`src/rtl/param_counter_pkg.sv`:
```
// ============================================================================
// Module      : param_counter_pkg
// Description : Shared definitions for the parametrised event counter:
//               direction encoding, load clamping helper and the event-flag
//               record produced by param_counter_evt.
// Revision    : 1.0 - initial release
// ============================================================================
`default_nettype none

package param_counter_pkg;

  // Encoding of the up_dn input
  localparam logic DIR_UP = 1'b1;
  localparam logic DIR_DN = 1'b0;

  // Registered event flags: one-cycle wrap pulses plus the sticky summary
  typedef struct packed {
    logic ovf;
    logic unf;
    logic sticky;
  } evt_flags_t;

  // Load values above the top of the count range are pinned to that top
  function automatic logic [31:0] clamp_to_max(input logic [31:0] value,
                                               input logic [31:0] max_count);
    return (value > max_count) ? max_count : value;
  endfunction

endpackage : param_counter_pkg

`default_nettype wire

```
`src/rtl/param_counter_evt.sv`:
```
// ============================================================================
// Module      : param_counter_evt
// Description : Event-flag generator for param_counter. Turns the per-cycle
//               wrap/bound requests into registered overflow and underflow
//               pulses and maintains the sticky event flag.
//               Macro PARAM_COUNTER_SATURATE_EN: a pulse fires only on the
//               first attempt past a bound; repeats are suppressed while the
//               count stays pinned at that bound.
// Revision    : 1.0 - initial release
// ============================================================================
`default_nettype none

module param_counter_evt
  import param_counter_pkg::*;
(
  input  logic       clk,
  input  logic       reset_n,
  input  logic       ovf_req,     // enabled up-step attempted at the top bound
  input  logic       unf_req,     // enabled down-step attempted at zero
  input  logic       max_next,    // count will sit at the top bound after this edge
  input  logic       zero_next,   // count will sit at zero after this edge
  input  logic       sticky_clr,
  output evt_flags_t flags
);

  logic       w_ovf_fire;
  logic       w_unf_fire;
  evt_flags_t r_flags;

`ifdef PARAM_COUNTER_SATURATE_EN
  logic r_ovf_held;
  logic r_unf_held;

  // Remember that the bound was already reported until the count leaves it
  always_ff @(posedge clk or negedge reset_n) begin
    if (!reset_n) begin
      r_ovf_held <= 1'b0;
      r_unf_held <= 1'b0;
    end else begin
      r_ovf_held <= (ovf_req | r_ovf_held) & max_next;
      r_unf_held <= (unf_req | r_unf_held) & zero_next;
    end
  end

  assign w_ovf_fire = ovf_req & ~r_ovf_held;
  assign w_unf_fire = unf_req & ~r_unf_held;
`else
  // Bound-tracking inputs only matter when saturating
  logic w_unused_sat;
  assign w_unused_sat = &{1'b0, max_next, zero_next};

  assign w_ovf_fire = ovf_req;
  assign w_unf_fire = unf_req;
`endif

  // Pulses last one cycle; a new event outranks a same-cycle sticky clear
  always_ff @(posedge clk or negedge reset_n) begin
    if (!reset_n) begin
      r_flags <= '0;
    end else begin
      r_flags.ovf <= w_ovf_fire;
      r_flags.unf <= w_unf_fire;
      if (w_ovf_fire || w_unf_fire) begin
        r_flags.sticky <= 1'b1;
      end else if (sticky_clr) begin
        r_flags.sticky <= 1'b0;
      end
    end
  end

  assign flags = r_flags;

endmodule : param_counter_evt

`default_nettype wire

```
`src/rtl/param_counter.sv`:
```
// ============================================================================
// Module      : param_counter
// Description : Parametrised up/down event counter with modulus MAX_COUNT+1,
//               synchronous clear and clamped parallel load, registered
//               overflow/underflow pulses, terminal-count look-ahead and a
//               sticky event flag.
//               Macro PARAM_COUNTER_SATURATE_EN: count saturates at the
//               bounds instead of wrapping; tc_out then reports "at bound in
//               the current direction".
// Revision    : 1.0 - initial release
// ============================================================================
`default_nettype none

module param_counter
  import param_counter_pkg::*;
#(
  parameter int unsigned WIDTH     = 4,
  parameter int unsigned MAX_COUNT = (2 ** WIDTH) - 1,
  parameter int unsigned RESET_VAL = 0
) (
  input  logic             clk,
  input  logic             reset_n,
  input  logic             enable,
  input  logic             up_dn,
  input  logic             clear,
  input  logic             load,
  input  logic [WIDTH-1:0] load_val,
  input  logic             sticky_clr,
  output logic [WIDTH-1:0] counter_out,
  output logic             overflow_out,
  output logic             underflow_out,
  output logic             tc_out,
  output logic             sticky_out
);

  localparam logic [WIDTH-1:0] c_max   = WIDTH'(MAX_COUNT);
  localparam logic [WIDTH-1:0] c_reset = WIDTH'(RESET_VAL);
  localparam logic [WIDTH-1:0] c_zero  = '0;
`ifdef PARAM_COUNTER_SATURATE_EN
  localparam logic [WIDTH-1:0] c_past_max  = c_max;
  localparam logic [WIDTH-1:0] c_past_zero = c_zero;
`else
  localparam logic [WIDTH-1:0] c_past_max  = c_zero;
  localparam logic [WIDTH-1:0] c_past_zero = c_max;
`endif

  logic [WIDTH-1:0] r_count;
  logic [WIDTH-1:0] w_count_nxt;
  logic [WIDTH-1:0] w_load_val;
  logic             w_at_max;
  logic             w_at_zero;
  logic             w_dir_up;
  logic             w_dir_dn;
  logic             w_step;
  logic             w_ovf_req;
  logic             w_unf_req;
  evt_flags_t       w_flags;

  // Bound detection is by comparison so the carry never decides a wrap
  assign w_at_max   = (r_count == c_max);
  assign w_at_zero  = (r_count == c_zero);
  assign w_dir_up   = (up_dn == DIR_UP);
  assign w_dir_dn   = (up_dn == DIR_DN);
  assign w_step     = enable & ~clear & ~load;
  assign w_ovf_req  = w_step & w_dir_up & w_at_max;
  assign w_unf_req  = w_step & w_dir_dn & w_at_zero;
  assign w_load_val = WIDTH'(clamp_to_max(32'(load_val), MAX_COUNT));

  // Next count: clear beats load beats an enabled step; otherwise hold
  always_comb begin
    w_count_nxt = r_count;
    if (clear) begin
      w_count_nxt = c_reset;
    end else if (load) begin
      w_count_nxt = w_load_val;
    end else if (enable) begin
      if (w_dir_up) begin
        w_count_nxt = w_at_max ? c_past_max : r_count + WIDTH'(1);
      end else begin
        w_count_nxt = w_at_zero ? c_past_zero : r_count - WIDTH'(1);
      end
    end
  end

  // Count register
  always_ff @(posedge clk or negedge reset_n) begin
    if (!reset_n) begin
      r_count <= c_reset;
    end else begin
      r_count <= w_count_nxt;
    end
  end

  param_counter_evt u_evt (
    .clk        (clk),
    .reset_n    (reset_n),
    .ovf_req    (w_ovf_req),
    .unf_req    (w_unf_req),
    .max_next   (w_count_nxt == c_max),
    .zero_next  (w_count_nxt == c_zero),
    .sticky_clr (sticky_clr),
    .flags      (w_flags)
  );

`ifdef PARAM_COUNTER_SATURATE_EN
  assign tc_out = (w_dir_up & w_at_max) | (w_dir_dn & w_at_zero);
`else
  assign tc_out = w_step & ((w_dir_up & w_at_max) | (w_dir_dn & w_at_zero));
`endif

  assign counter_out   = r_count;
  assign overflow_out  = w_flags.ovf;
  assign underflow_out = w_flags.unf;
  assign sticky_out    = w_flags.sticky;

endmodule : param_counter

`default_nettype wire

```
`config.mk`:
```
export PLATFORM = sky130hd
export DESIGN_NAME = param_counter
export DESIGN_NICKNAME = d
export VERILOG_FILES = /design/src/rtl/param_counter_pkg.sv /design/src/rtl/param_counter_evt.sv /design/src/rtl/param_counter.sv
export SDC_FILE = /design/constraint.sdc
export NUM_CORES = 1
export LEC_CHECK = 0
export ABC_CLOCK_PERIOD_IN_PS = 3100
export CORE_AREA = 2 2 39 41
export CTS_CLUSTER_SIZE = 16
export DETAILED_ROUTE_END_ITERATION = 12
export DIE_AREA = 0 0 41 43
export HOLD_SLACK_MARGIN = 0.05
export PLACE_DENSITY_LB_ADDON = 0.3
export SLEW_MARGIN = 5
export SYNTH_ARGS = -nofsm -noshare
export SYNTH_HDL_FRONTEND = slang
export SYNTH_HIERARCHICAL = 1
export SYNTH_SLANG_ARGS = --single-unit
```
`constraint.sdc`:
```
create_clock -name clk -period 3.1 [get_ports clk]
set_clock_uncertainty 0.1 [all_clocks]
set_input_delay 0.775 -clock clk [delete_from_list [all_inputs] [get_ports clk]]
set_output_delay 0.775 -clock clk [all_outputs]
set_load 0.02 [all_outputs]
```
==> out/metrics.yaml, run 1 <==
status:
  status: "completed"
setup_path:
  cp_slowest_cell: "clkdlybuf4s50_1"
  worstPathMaxFanout: 5
  cp_top_family: "buffers and inverters"
  path_buf_inv: 2
  crit_type: "in2out"
  timing.critical_path.depth: 5
  r2r_start: "counter_out[0]"
  crit_path_end: "tc_out"
  cp_cell_sequence: "clkdlybuf4s50_1, nand3_1, nor3_2, or2_1, clkdlybuf4s15_2"
  critical_path.startpoint_type: "input pin"
  critPathLaunch: "enable"
  cpPeakStageDelay_ns: 0.56
  cp.required_ns: 2.22
  rr_worst_depth: 7
  timing.rr.end: "counter_out[2]"
  arrival_ns: 2.03
  r2r_setup_slack_ns: 1.37
  cp-end-kind: "primary output"
drt:
  routed-via-count: 471
  wl_per_cell_um: 10.85
  route.antenna.remaining_nets: 0
  drc: 0
  drtPass1Iterations: 4
  drt_iter0_drc: 20
  routed_wl_mm: 1.074
  viasPerCell: 4.758
clock_network:
  htreeDepth: 1
  cts_num_sinks: 7
  cts.clk_slew.worst_paths_ns: 0.05
  cts_tree: "done"
  clock_latency_ns: 0.25
  cts-root-buf: "clkbuf_4"
  numCtsBuffers: 3
  clk_path_buf_depth: 2
sta:
  rsz0062_at_grt: "no"
  setup_violations: 0
  drv_slew: 0
  setup_ws_ns: 0.1952
  max-slew-margin-rel_pct: 77.68
  worstMarginPinSlew_ns: 0.3324
  finalHoldWorstSlack_ns: 0.4346
  fin_crit_sh_pct: 93.70
  fmax_ghz: 0.3443
  hold_viol_final: 0
  finalCriticalPeriod_ns: 2.905
floorplan:
  start_util_pct: 33.36
  core-area_um2: 1384
  die_h_um: 43
  io_pins: 19
  fp-row-count: 14
  die-area_um2: 1763
  die_w_um: 41
yosys:
  syn_area_um2: 461.7
  ys_warn_count: 6
  syn_inst: 53
  synth.net_count: 66
  synth_area_per_cell_um2: 8.711
power_and_ir_drop:
  power_leakage_nw: 0.3594
  power_density_nw_per_um2: 345.1
  ir_worst_vdd_mv: 0.1955
placed_design:
  gp_congestion: 0.7967
  hpwl_um: 859.6
  post-place-ws_ns: -0.3123
  io_buffers: 18
global_routing:
  grt_max_degree: 9
  overflow: 0
  grt_pass1_wl_mm: 1.718
  antenna_found_initial: 0
  grt_pass1_vias: 438
  track_usage_pct: 14.63
layout:
  fin_util_pct: 55.24
  register_area_um2: 175.2
  fillers: 135
  nets: 97
  synthToLayoutAreaGrowth_pct: 65.58
  n_antenna_cell: 0
  multiInputGateArea_um2: 272.8
  drive_above_1_share_pct: 20.48
job:
  cap_violations: 0
hold_path:
  hold_class: "reg2reg"
  whs_path_depth: 2
[sequential cells by signal, indices dropped and copies added (netlist names)]
name / count
counter_out: 4
u_evt/flags: 3
[worst min path at each step]
| stage | startpoint | end |
|---|---|---|
| 6_report | u_evt/flags[0] | u_evt/flags[0] |
| 3_5_place_dp | u_evt/flags[0] | u_evt/flags[0] |
| 4_1_cts | u_evt/flags[0] | u_evt/flags[0] |
| 5_1_grt | u_evt/flags[0] | u_evt/flags[0] |
| 3_3_place_gp | u_evt/flags[0] | u_evt/flags[0] |
| 2_1_floorplan | reset_n | counter_out[0] |
[what timing repair did]
item,4_1_cts,5_1_grt
setup buffers,0,0
setup endpoints to repair,1,1
hold buffers,0,0
cloned,0,0
gates resized for setup,3,3
[power breakdown]
part / switching, W / total (W) / internal, W
Sequential: 0.00000811 / 0.000105 / 0.0000965
Clock: 0.0000328 / 0.0000819 / 0.0000491
Combinational: 0.0000353 / 0.0000774 / 0.0000421
[metrics by stage]
stage          instance area, µm²  cells  setup TNS [ns]  total power, W
2_1_floorplan               461.7     53               0       0.0001415
3_3_place_gp                724.4     95         -0.3216       0.0001831
3_5_place_dp                724.4     95         -0.3123       0.0001838
4_1_cts                     752.0     99               0       0.0002664
5_1_grt                     764.5     99               0       0.0002808
6_report                    764.5     99               0       0.0002639
[area by class of cell]
| cell class | count | share of cell area [%] |
|---|---|---|
| clock buffers | 4 | 3.437 |
| inverters | 5 | 2.455 |
| multi-input cells | 40 | 35.68 |
| flip-flops and latches | 7 | 22.91 |
| well taps | 16 | 2.619 |
| repair buffers | 27 | 32.90 |
[worst min-delay path: stages, from the launching register on]
cell and delay (ns):
dfrtp_1 0.37, inv_1 0.06, o21ai_1 0.07
[cells in the final DEF (no fill, tap or decap), types with 2 or more instances in the layout]
cell             instances
clkdlybuf4s50_1         16
buf_4                    9
dfrtp_1                  7
inv_1                    5
nor2_1                   5
nand2_1                  4
nand3_1                  4
clkbuf_4                 3
mux2i_1                  2
o21bai_1                 2
a21oi_1                  2
nor3_1                   2
nor3_2                   2
ha_1                     2
[routing by layer]
| layer | vias to the layer above | global-route usage (%) | wire (µm) |
|---|---|---|---|
| li1 | 244 | - | - |
| met1 | 213 | 20.74 | 494 |
| met2 | 14 | 20.94 | 530 |
| met3 | 0 | 3.141 | 49 |
| met4 | 0 | 6.000 | 0 |
| met5 | - | 0 | 0 |
No activity file was read; power rests on OpenSTA's default activity.
==> run 2: changes to the inputs <==
Settings changed: MAX_ROUTING_LAYER set to met4.
==> run 2 against run 1 <==
  * Combinational power barely moved
  * Die area did not move
  * Clock-buffer cell count did not move
  * Cell area did not move
  * First-iteration DRC count did not move
  * Cell count did not move
  * Highest routed layer unchanged
==> out/metrics.yaml, run 2 (synthesis gave the netlist of run 1 again) <==
clock_network:
  cts.clk_slew.worst_paths_ns: 0.05
  cts-root-buf: "clkbuf_4"
  numCtsBuffers: 3
  cts_setup_buffers: 0
  cts_tree: "done"
  clk_path_buf_depth: 2
  cts_hold_buf: 0
  cts_num_sinks: 7
  htreeDepth: 1
  clock_latency_ns: 0.25
hold_path:
  whs_path_depth: 2
  hold_end: "u_evt/flags[0]"
  worstHoldStart: "u_evt/flags[0]"
  hold_class: "reg2reg"
setup_path:
  worstPathMaxFanout: 5
  critical_path.startpoint_type: "input pin"
  cp.required_ns: 2.22
  timing.rr.end: "counter_out[2]"
  r2r_setup_slack_ns: 1.37
  rr_worst_depth: 7
  arrival_ns: 2.03
  cp_cell_sequence: "clkdlybuf4s50_1, nand3_1, nor3_2, or2_1, clkdlybuf4s15_2"
  crit_type: "in2out"
  cpPeakStageDelay_ns: 0.56
  cp_slowest_cell: "clkdlybuf4s50_1"
  r2r_start: "counter_out[0]"
  cp-end-kind: "primary output"
power_and_ir_drop:
  pwr-share-comb_pct: 29.3
  total_power_w: 0.0002638
  power_leakage_nw: 0.3594
  swShare_pct: 28.86
  intPower_w: 0.0001877
  ir_worst_vdd_mv: 0.1944
  p_sw_w: 0.00007613
  clockPowerShare_pct: 31.0
  pwr-share-seq_pct: 39.7
  power_density_nw_per_um2: 345.1
global_routing:
  grt_max_degree: 9
  antenna_found_initial: 0
  grt-busiest-layer: "met2"
  grt_pass1_vias: 429
  grt_pass1_wl_mm: 1.725
  gr-usage-met2_pct: 20.94
  use_met1_pct: 20.74
  met3_usage_pct: 4.712
  track_usage_pct: 15.31
  overflow: 0
layout:
  fin_util_pct: 55.24
  nets: 97
  drive_above_1_share_pct: 20.48
  final_cell_mix: "clkdlybuf4s50_1, buf_4, dfrtp_1"
  final_common_cell: "clkdlybuf4s50_1"
  synthToLayoutAreaGrowth_pct: 65.58
  largest_register_ffs: 4
  n_antenna_cell: 0
status:
  status: "completed"
sta:
  tns_ns: 0
  max-slew-margin-rel_pct: 77.68
  fmax_ghz: 0.3448
  drv_slew: 0
  setup_ws_ns: 0.1994
  worstMarginPinSlew_ns: 0.3324
  rsz0062_at_grt: "no"
  hold_viol_final: 0
  setup_violations: 0
  finalCriticalPeriod_ns: 2.901
  fin_crit_sh_pct: 93.57
floorplan:
  die_w_um: 41
  io_pins: 19
  start_util_pct: 33.36
  die-area_um2: 1763
  core-area_um2: 1384
  die_h_um: 43
  fp-row-count: 14
drt:
  routed_wl_mm: 1.070
  wl_per_cell_um: 10.81
  drt_iter0_drc: 20
  drc: 0
  route.antenna.remaining_nets: 0
  viasPerCell: 4.798
  drtPass1Iterations: 4
  routed-via-count: 475
job:
  cap_violations: 0
placed_design:
  gp_congestion: 0.8081
  post-place-ws_ns: -0.3123
  hpwl_um: 859.6
  io_buffers: 18
==> run 2: cell counts in the layout (fill, tap and decap cells not counted) <==
No cell type changed its count.
==> run 2: timing repair <==
| item | CTS | global route |
|---|---|---|
| gates resized for setup | 3 | 3 |
| setup endpoints to repair | 1 | 1 |
| gates cloned | 0 | 0 |
| pin swaps | 0 | 0 |
==> run 2: critical path: cells and delay by family <==
| kind | cells | cell delay, ns |
|---|---|---|
| buffers and inverters | 2 | 0.81 |
| and+or+nand+nor | 3 | 0.44 |
==> run 2: metrics by stage <==
stage                     hold slack (ns)  cells  area [µm²]
final                              0.4355     99       764.5
after global placement             0.4092     95       724.4
after floorplan                    0.3794     53       461.7
after detailed placement           0.4196     95       724.4
after CTS                          0.4340     99       752.0
after global routing               0.4887     99       764.5
==> run 2: how the worst max path moves through the flow <==
stage | to | start | depth (start not counted)
5_1_grt | tc_out | enable | 5
3_5_place_dp | tc_out | up_dn | 6
3_3_place_gp | tc_out | up_dn | 6
4_1_cts | tc_out | up_dn | 6
6_report | tc_out | enable | 5
2_1_floorplan | tc_out | up_dn | 4
==> run 2: cell type report <==
type,instances,area [µm²]
fillers,135,619.3
clock buffers,4,26.28
well taps,16,20.02
multi-input cells,40,272.8
flip-flops and latches,7,175.2
inverters,5,18.77
repair buffers,27,251.5
==> run 2: power groups by stage <==
stage                     Clock (W)  Sequential (W)  Combinational (W)
final                     0.0000818        0.000105          0.0000774
after global routing      0.0000915        0.000106          0.0000852
after CTS                 0.0000838        0.000105          0.0000777
after detailed placement          0        0.000106          0.0000774
after global placement            0        0.000106          0.0000770
after floorplan                   0        0.000110          0.0000311
==> run 2: layer usage <==
metal,routed length [µm],share of wire (%)
met1,489,46
met5,0,0
met3,49,4.6
met4,0,0
met2,531,50
